### src/rtl/if_fetch_pkg.sv
// rtl/if_fetch_pkg.sv - shared fetch state encoding and sizing helper
package if_fetch_pkg;

   // Fetch front-end states
   typedef enum logic [1:0] {
      ST_IDLE  = 2'd0,
      ST_FETCH = 2'd1,
      ST_VALID = 2'd2,
      ST_DROP  = 2'd3
   } fetch_state_t;

   // Byte-counter width for an instruction of n memory beats (at least one bit)
   function automatic int cnt_width(input int n);
      return (n > 1) ? $clog2(n) : 1;
   endfunction

endpackage

### src/rtl/if_fetch_inst_assembler.sv
// rtl/if_fetch_inst_assembler.sv - byte counter and little-endian lane buffer
module if_fetch_inst_assembler
   import if_fetch_pkg::*;
#(
   parameter int MEM_DW     = 8,
   parameter int INST_BYTES = 4,
   parameter int CNT_W      = cnt_width(INST_BYTES)
) (
   input  logic                         clock,
   input  logic                         reset_n,
   input  logic                         clr,
   input  logic                         we,
   input  logic [MEM_DW-1:0]            data_byte,
   output logic [INST_BYTES*MEM_DW-1:0] inst,
   output logic                         last,
   output logic [CNT_W-1:0]             cnt
);

   // Lane 0 sits in the least significant bits, so the buffer is little-endian
   logic [INST_BYTES-1:0][MEM_DW-1:0] lanes;

   assign last = (cnt == CNT_W'(INST_BYTES - 1));
   assign inst = lanes;

   // Write the returned byte into the lane selected by cnt, then advance;
   // clr restarts the count but leaves stale lanes (they are overwritten anyway)
   always_ff @(posedge clock or negedge reset_n) begin
      if (!reset_n) begin
         cnt   <= '0;
         lanes <= '0;
      end else if (clr) begin
         cnt   <= '0;
      end else if (we) begin
         lanes[cnt] <= data_byte;
         cnt        <= last ? '0 : cnt + CNT_W'(1);
      end
   end

endmodule

### src/rtl/if_fetch.sv
// rtl/if_fetch.sv - byte-serial instruction fetch with branch cancel
module if_fetch
   import if_fetch_pkg::*;
#(
   parameter int ADDR_W = 32,
   parameter int MEM_DW = 8,
   parameter int INST_W = 32
) (
   input  logic              clock,
   input  logic              reset_n,
   input  logic [ADDR_W-1:0] pc_i,
   input  logic              br,
   input  logic              stall_i,
   output logic [ADDR_W-1:0] pc_next_o,
   output logic              stall_o,
   output logic              mem_req_o,
   output logic [ADDR_W-1:0] mem_addr_o,
   input  logic              mem_ack_i,
   input  logic [MEM_DW-1:0] mem_data_i,
   output logic              inst_valid_o,
   output logic [INST_W-1:0] inst_o,
   output logic [ADDR_W-1:0] inst_pc_o
);

   localparam int INST_BYTES = INST_W / MEM_DW;
   localparam int CNT_W      = cnt_width(INST_BYTES);

   fetch_state_t      state_q, state_d;
   logic [ADDR_W-1:0] drop_addr_q, drop_addr_d;
   logic [ADDR_W-1:0] fetch_addr;
   logic [CNT_W-1:0]  cnt;
   logic              asm_clr, asm_we, asm_last;
   logic [INST_W-1:0] asm_inst;

   if_fetch_inst_assembler #(
      .MEM_DW     (MEM_DW),
      .INST_BYTES (INST_BYTES),
      .CNT_W      (CNT_W)
   ) u_asm (
      .clock     (clock),
      .reset_n   (reset_n),
      .clr       (asm_clr),
      .we        (asm_we),
      .data_byte (mem_data_i),
      .inst      (asm_inst),
      .last      (asm_last),
      .cnt       (cnt)
   );

   // The PC register holds while stall_o=1, so pc_i+cnt is stable for a request
   assign fetch_addr = pc_i + ADDR_W'(cnt);
   assign pc_next_o  = pc_i + ADDR_W'(INST_BYTES);
   assign inst_o     = asm_inst;
   assign inst_pc_o  = pc_i;

   // PC only advances on the handoff cycle; a branch overrides the handoff
   assign stall_o = !((state_q == ST_VALID) && !stall_i && !br);

   // State and in-flight drop address
   always_ff @(posedge clock or negedge reset_n) begin
      if (!reset_n) begin
         state_q     <= ST_IDLE;
         drop_addr_q <= '0;
      end else begin
         state_q     <= state_d;
         drop_addr_q <= drop_addr_d;
      end
   end

   // Next state, memory request and assembler controls; br takes priority
   always_comb begin
      state_d      = state_q;
      drop_addr_d  = drop_addr_q;
      mem_req_o    = 1'b0;
      mem_addr_o   = fetch_addr;
      inst_valid_o = 1'b0;
      asm_clr      = 1'b0;
      asm_we       = 1'b0;
      unique case (state_q)
         ST_IDLE: begin
            state_d = ST_FETCH;
         end
         ST_FETCH: begin
            mem_req_o = 1'b1;
            if (br) begin
               if (mem_ack_i) begin
                  // Request completes now, so nothing is left outstanding
                  asm_clr = 1'b1;
               end else begin
                  // The request may not be withdrawn: finish it at the old address
                  drop_addr_d = fetch_addr;
                  state_d     = ST_DROP;
               end
            end else if (mem_ack_i) begin
               asm_we = 1'b1;
               if (asm_last) begin
                  state_d = ST_VALID;
               end
            end
         end
         ST_VALID: begin
            inst_valid_o = 1'b1;
            if (br || !stall_i) begin
               asm_clr = 1'b1;
               state_d = ST_FETCH;
            end
         end
         ST_DROP: begin
            mem_req_o  = 1'b1;
            mem_addr_o = drop_addr_q;
            if (mem_ack_i) begin
               asm_clr = 1'b1;
               state_d = ST_FETCH;
            end
         end
         default: begin
            state_d = ST_IDLE;
         end
      endcase
   end

endmodule

### config.mk
export PLATFORM = sky130hd
export DESIGN_NAME = if_fetch
export DESIGN_NICKNAME = d
export VERILOG_FILES = /design/src/rtl/if_fetch_pkg.sv /design/src/rtl/if_fetch_inst_assembler.sv /design/src/rtl/if_fetch.sv
export SDC_FILE = /design/constraint.sdc
export NUM_CORES = 1
export LEC_CHECK = 0
export CAP_MARGIN = 20
export CORE_ASPECT_RATIO = 0.6
export CORE_MARGIN = 1.5
export CORE_UTILIZATION = 48
export CTS_BUF_LIST = sky130_fd_sc_hd__clkbuf_4
export DETAILED_ROUTE_END_ITERATION = 12
export MAX_ROUTING_LAYER = met4
export PLACE_DENSITY = 0.9
export SLEW_MARGIN = 0
export SYNTH_ARGS = -nofsm -noshare
export SYNTH_HDL_FRONTEND = slang
export SYNTH_SLANG_ARGS = --single-unit
### constraint.sdc
create_clock -name clock -period 4.9 [get_ports clock]
set_clock_uncertainty 0.05 [all_clocks]
set_input_delay 0.98 -clock clock [delete_from_list [all_inputs] [get_ports clock]]
set_output_delay 0.98 -clock clock [all_outputs]
set_load 0.05 [all_outputs]
==> flow_summary.json <==
{
  "status": "finished clean",
  "cts_made_buffers": 9,
  "fp.dieH_um": 76.46,
  "worstPathMaxFanout": 5,
  "synthesis.nets": 533,
  "p_clk_share_pct": 17.4,
  "grt-busiest-layer": "met2",
  "critPathMaxStageDelay_ns": 0.50,
  "clk_latency_ns": 0.41,
  "seq_area_um2": 1702,
  "setup_violations": 0,
  "grt_setup_unrepaired": "no",
  "worstReg2RegStart": "u_asm.cnt[0]",
  "rows": 26,
  "die_x_um": 125.4,
  "grt_util_met3_pct": 8.638,
  "yosys-top-cells-count": "dfrtp_1, nand2_1, nor2_1, xor2_1, buf_4",
  "grt_util_met1_pct": 35.32,
  "drive_gt1_share_pct": 19.11,
  "slew_headroom_pct": 57.92,
  "pwr_density_cell_nw_per_um2": 372.2,
  "synth.top_cell.area_share_pct": 39.42,
  "areaGrowthSynthToFinish_pct": 49.25,
  "cts_tree": "built",
  "synthArstFlopShare_pct": 100.0,
  "path_buf_inv": 3,
  "start_kind": "primary input",
  "leakagePower_uw": 0.002737,
  "period_share_pct": 96.84,
  "routed_wl_um": 12970,
  "drc": 0,
  "period_needed_ns": 4.745,
  "max-vdd-ir-drop_mv": 0.1829,
  "yosysMostFrequentCell": "dfrtp_1",
  "synth.largest_area_cell": "dfrtp_1",
  "antenna_left": 0,
  "gp_congestion": 0.9098,
  "netlist_top_cells_area": "dfrtp_1, mux2_2, xor2_1, buf_4, nand2_1",
  "path_class": "in -> out",
  "fill_cells": 602,
  "grt_max_degree": 64,
  "ys_seq_elements": 68,
  "p_comb_share_pct": 50.8,
  "vias": 4081,
  "synth_ff_type": "dfrtp_1",
  "syn_inst": 480,
  "holdWs_ns": 0.4499,
  "swShare_pct": 43.81,
  "clk_path_buf_depth": 2,
  "grt_usage_pct": 28.21,
  "finalMaxSlewViolations": 0,
  "crit_arrival_ns": 3.72,
  "cpMaxStageDelayCell": "clkdlybuf4s50_1",
  "p_int_uw": 1347,
  "viasPerCell": 5.507,
  "die_area_um2": 9589,
  "worstHoldStart": "drop_addr_q[9]",
  "syn_area_per_cell_um2": 8.993,
  "syn_area_um2": 4317,
  "wire_per_inst_um": 17.50,
  "hold_class": "reg -> reg",
  "synth_edf_count": 0,
  "crit_chain": "clkdlybuf4s50_1 > ha_1 > inv_1 > fa_1 > nand4b_1 > nor4_4 > nand3_1 > xor2_1 > a21oi_1 > buf_12",
  "dpl_cell_area_um2": 6252,
  "grt_use_met2_pct": 44.95,
  "core_area_um2": 8621,
  "cap_violations": 0,
  "drt-initial-drc-count": 335,
  "overflow": 0,
  "fmax_ghz": 0.2107,
  "cts_root_buf": "clkbuf_4",
  "first_pass_iters": 7,
  "hold_viol": 0,
  "switchingPower_uw": 1050,
  "ys_warn_count": 0,
  "io_buffers": 175,
  "grt_first_pass_wirelength_um": 20740,
  "ys_seq_area_share_pct": 39.42,
  "stdcell_count": 741,
  "multi_input_area_um2": 2247,
  "post-place-cells": 723,
  "cts_max_level": 3,
  "startpoint": "pc_i[0]",
  "clock_sinks": 68,
  "tightest_slew_ns": 0.6289,
  "grt_pass1_vias": 4067,
  "clkTransAtPathRegs_ns": 0.11,
  "hpwl_um": 10000,
  "antenna_found_initial": 1,
  "path_delay_family": "simple AND/OR/NAND/NOR gates",
  "fin_tns_setup_ns": 0,
  "pwr-share-seq_pct": 31.8,
  "start_util_pct": 50.07,
  "fin_area_um2": 6442,
  "ys_types": 38,
  "io_pins": 176,
  "cp.required_ns": 3.87,
  "finalNetCount": 676,
  "crit_path_end_kind": "output port"
}
[routing by layer]
| layer | vias up | share of wire (%) |
|---|---|---|
| met1 | 1997 | 43 |
| met2 | 173 | 48 |
| li1 | 1893 | - |
| met5 | - | 0 |
| met3 | 18 | 8.2 |
| met4 | 0 | 1.4 |
[cell usage in the layout (no fill, tap or decap), types with 2 or more instances in the layout]
master	synthesis	layout
a21oi_1	32	32
a22o_1	2	2
and3_1	2	2
and3b_1	2	2
buf_12	0	34
buf_4	34	26
bufinv_16	0	2
clkbuf_4	0	11
clkdlybuf4s50_1	0	128
dfrtp_1	68	68
ha_1	7	7
inv_1	8	8
mux2_2	33	33
nand2_1	61	60
nand3_1	13	13
nand3_2	2	2
nand4_1	14	14
nand4b_1	4	4
nor2_1	54	54
nor2b_1	2	2
nor3_1	9	9
nor4_1	4	4
nor4_2	3	2
nor4_4	1	2
o21ai_0	23	23
o21ai_1	10	10
xnor2_1	23	23
xor2_1	35	35
[stage by stage]
stage	worst slack [ns]	utilization (%)	power, uW
after floorplan	0.5606	-	1505
after global placement	0.1517	72.53	1952
after detailed placement	0.09356	72.53	1990
after CTS	0.06748	74.37	2407
after global routing	0.003025	74.73	2488
final	0.1550	74.73	2398
[logic make-up after synthesis]
group           share of synthesized area (%)
compound gates                          8.319
xor+xnor                                11.77
fa+ha+maj                               2.493
buf+inv                                 8.782
flops                                   39.42
mux                                     8.841
simple gates                            20.38
[power by group through the flow]
stage          clock [uW]  combinational, uW  sequential, uW
2_1_floorplan           0                471            1030
3_3_place_gp            0               1190             757
3_5_place_dp            0               1220             772
4_1_cts               425               1220             761
5_1_grt               446               1260             777
6_report              418               1220             762
[timing repair]
| action | CTS | global route |
|---|---|---|
| setup endpoints to repair | 0 | 4 |
| hold buffers | 0 | 0 |
| gates resized for setup | 0 | 1 |
| buffers inserted | 0 | 0 |
[registers in the layout, indices dropped and copies added (netlist names)]
name,flops
drop_addr_q,32
state_q,2
u_asm.cnt,2
u_asm.inst,32
[final cells by class]
class,count,share of cell area (%)
Clock buffer,11,1.282
Clock inverter,5,1.185
Inverter,8,0.4661
Sequential cell,68,26.41
Tap cell,112,2.175
Multi-Input combinational cell,347,34.88
Timing Repair Buffer,189,33.56
Antenna cell,1,0.03884
[worst register-to-register path: stages, from the launching register on]
cell,delay [ns]
dfrtp_1,0.46
ha_1,0.20
inv_1,0.05
fa_1,0.37
nand4b_1,0.41
nor4_4,0.44
nand3_1,0.17
xor2_1,0.23
o21ai_1,0.11
[path summary, 6_finish.rpt]
kind / endpoint / cells past startpoint / slack [ns]
max: mem_addr_o[28] / 10 / 0.15
min: drop_addr_q[9] / 2 / 0.45
max reg2reg: drop_addr_q[28] / 8 / 2.29
min reg2reg: drop_addr_q[9] / 2 / 0.45
max in group asynchronous: u_asm.inst[5] / 3 / 3.42
min in group asynchronous: u_asm.inst[20] / 1 / 0.48
(Power assumes the default switching activity.)
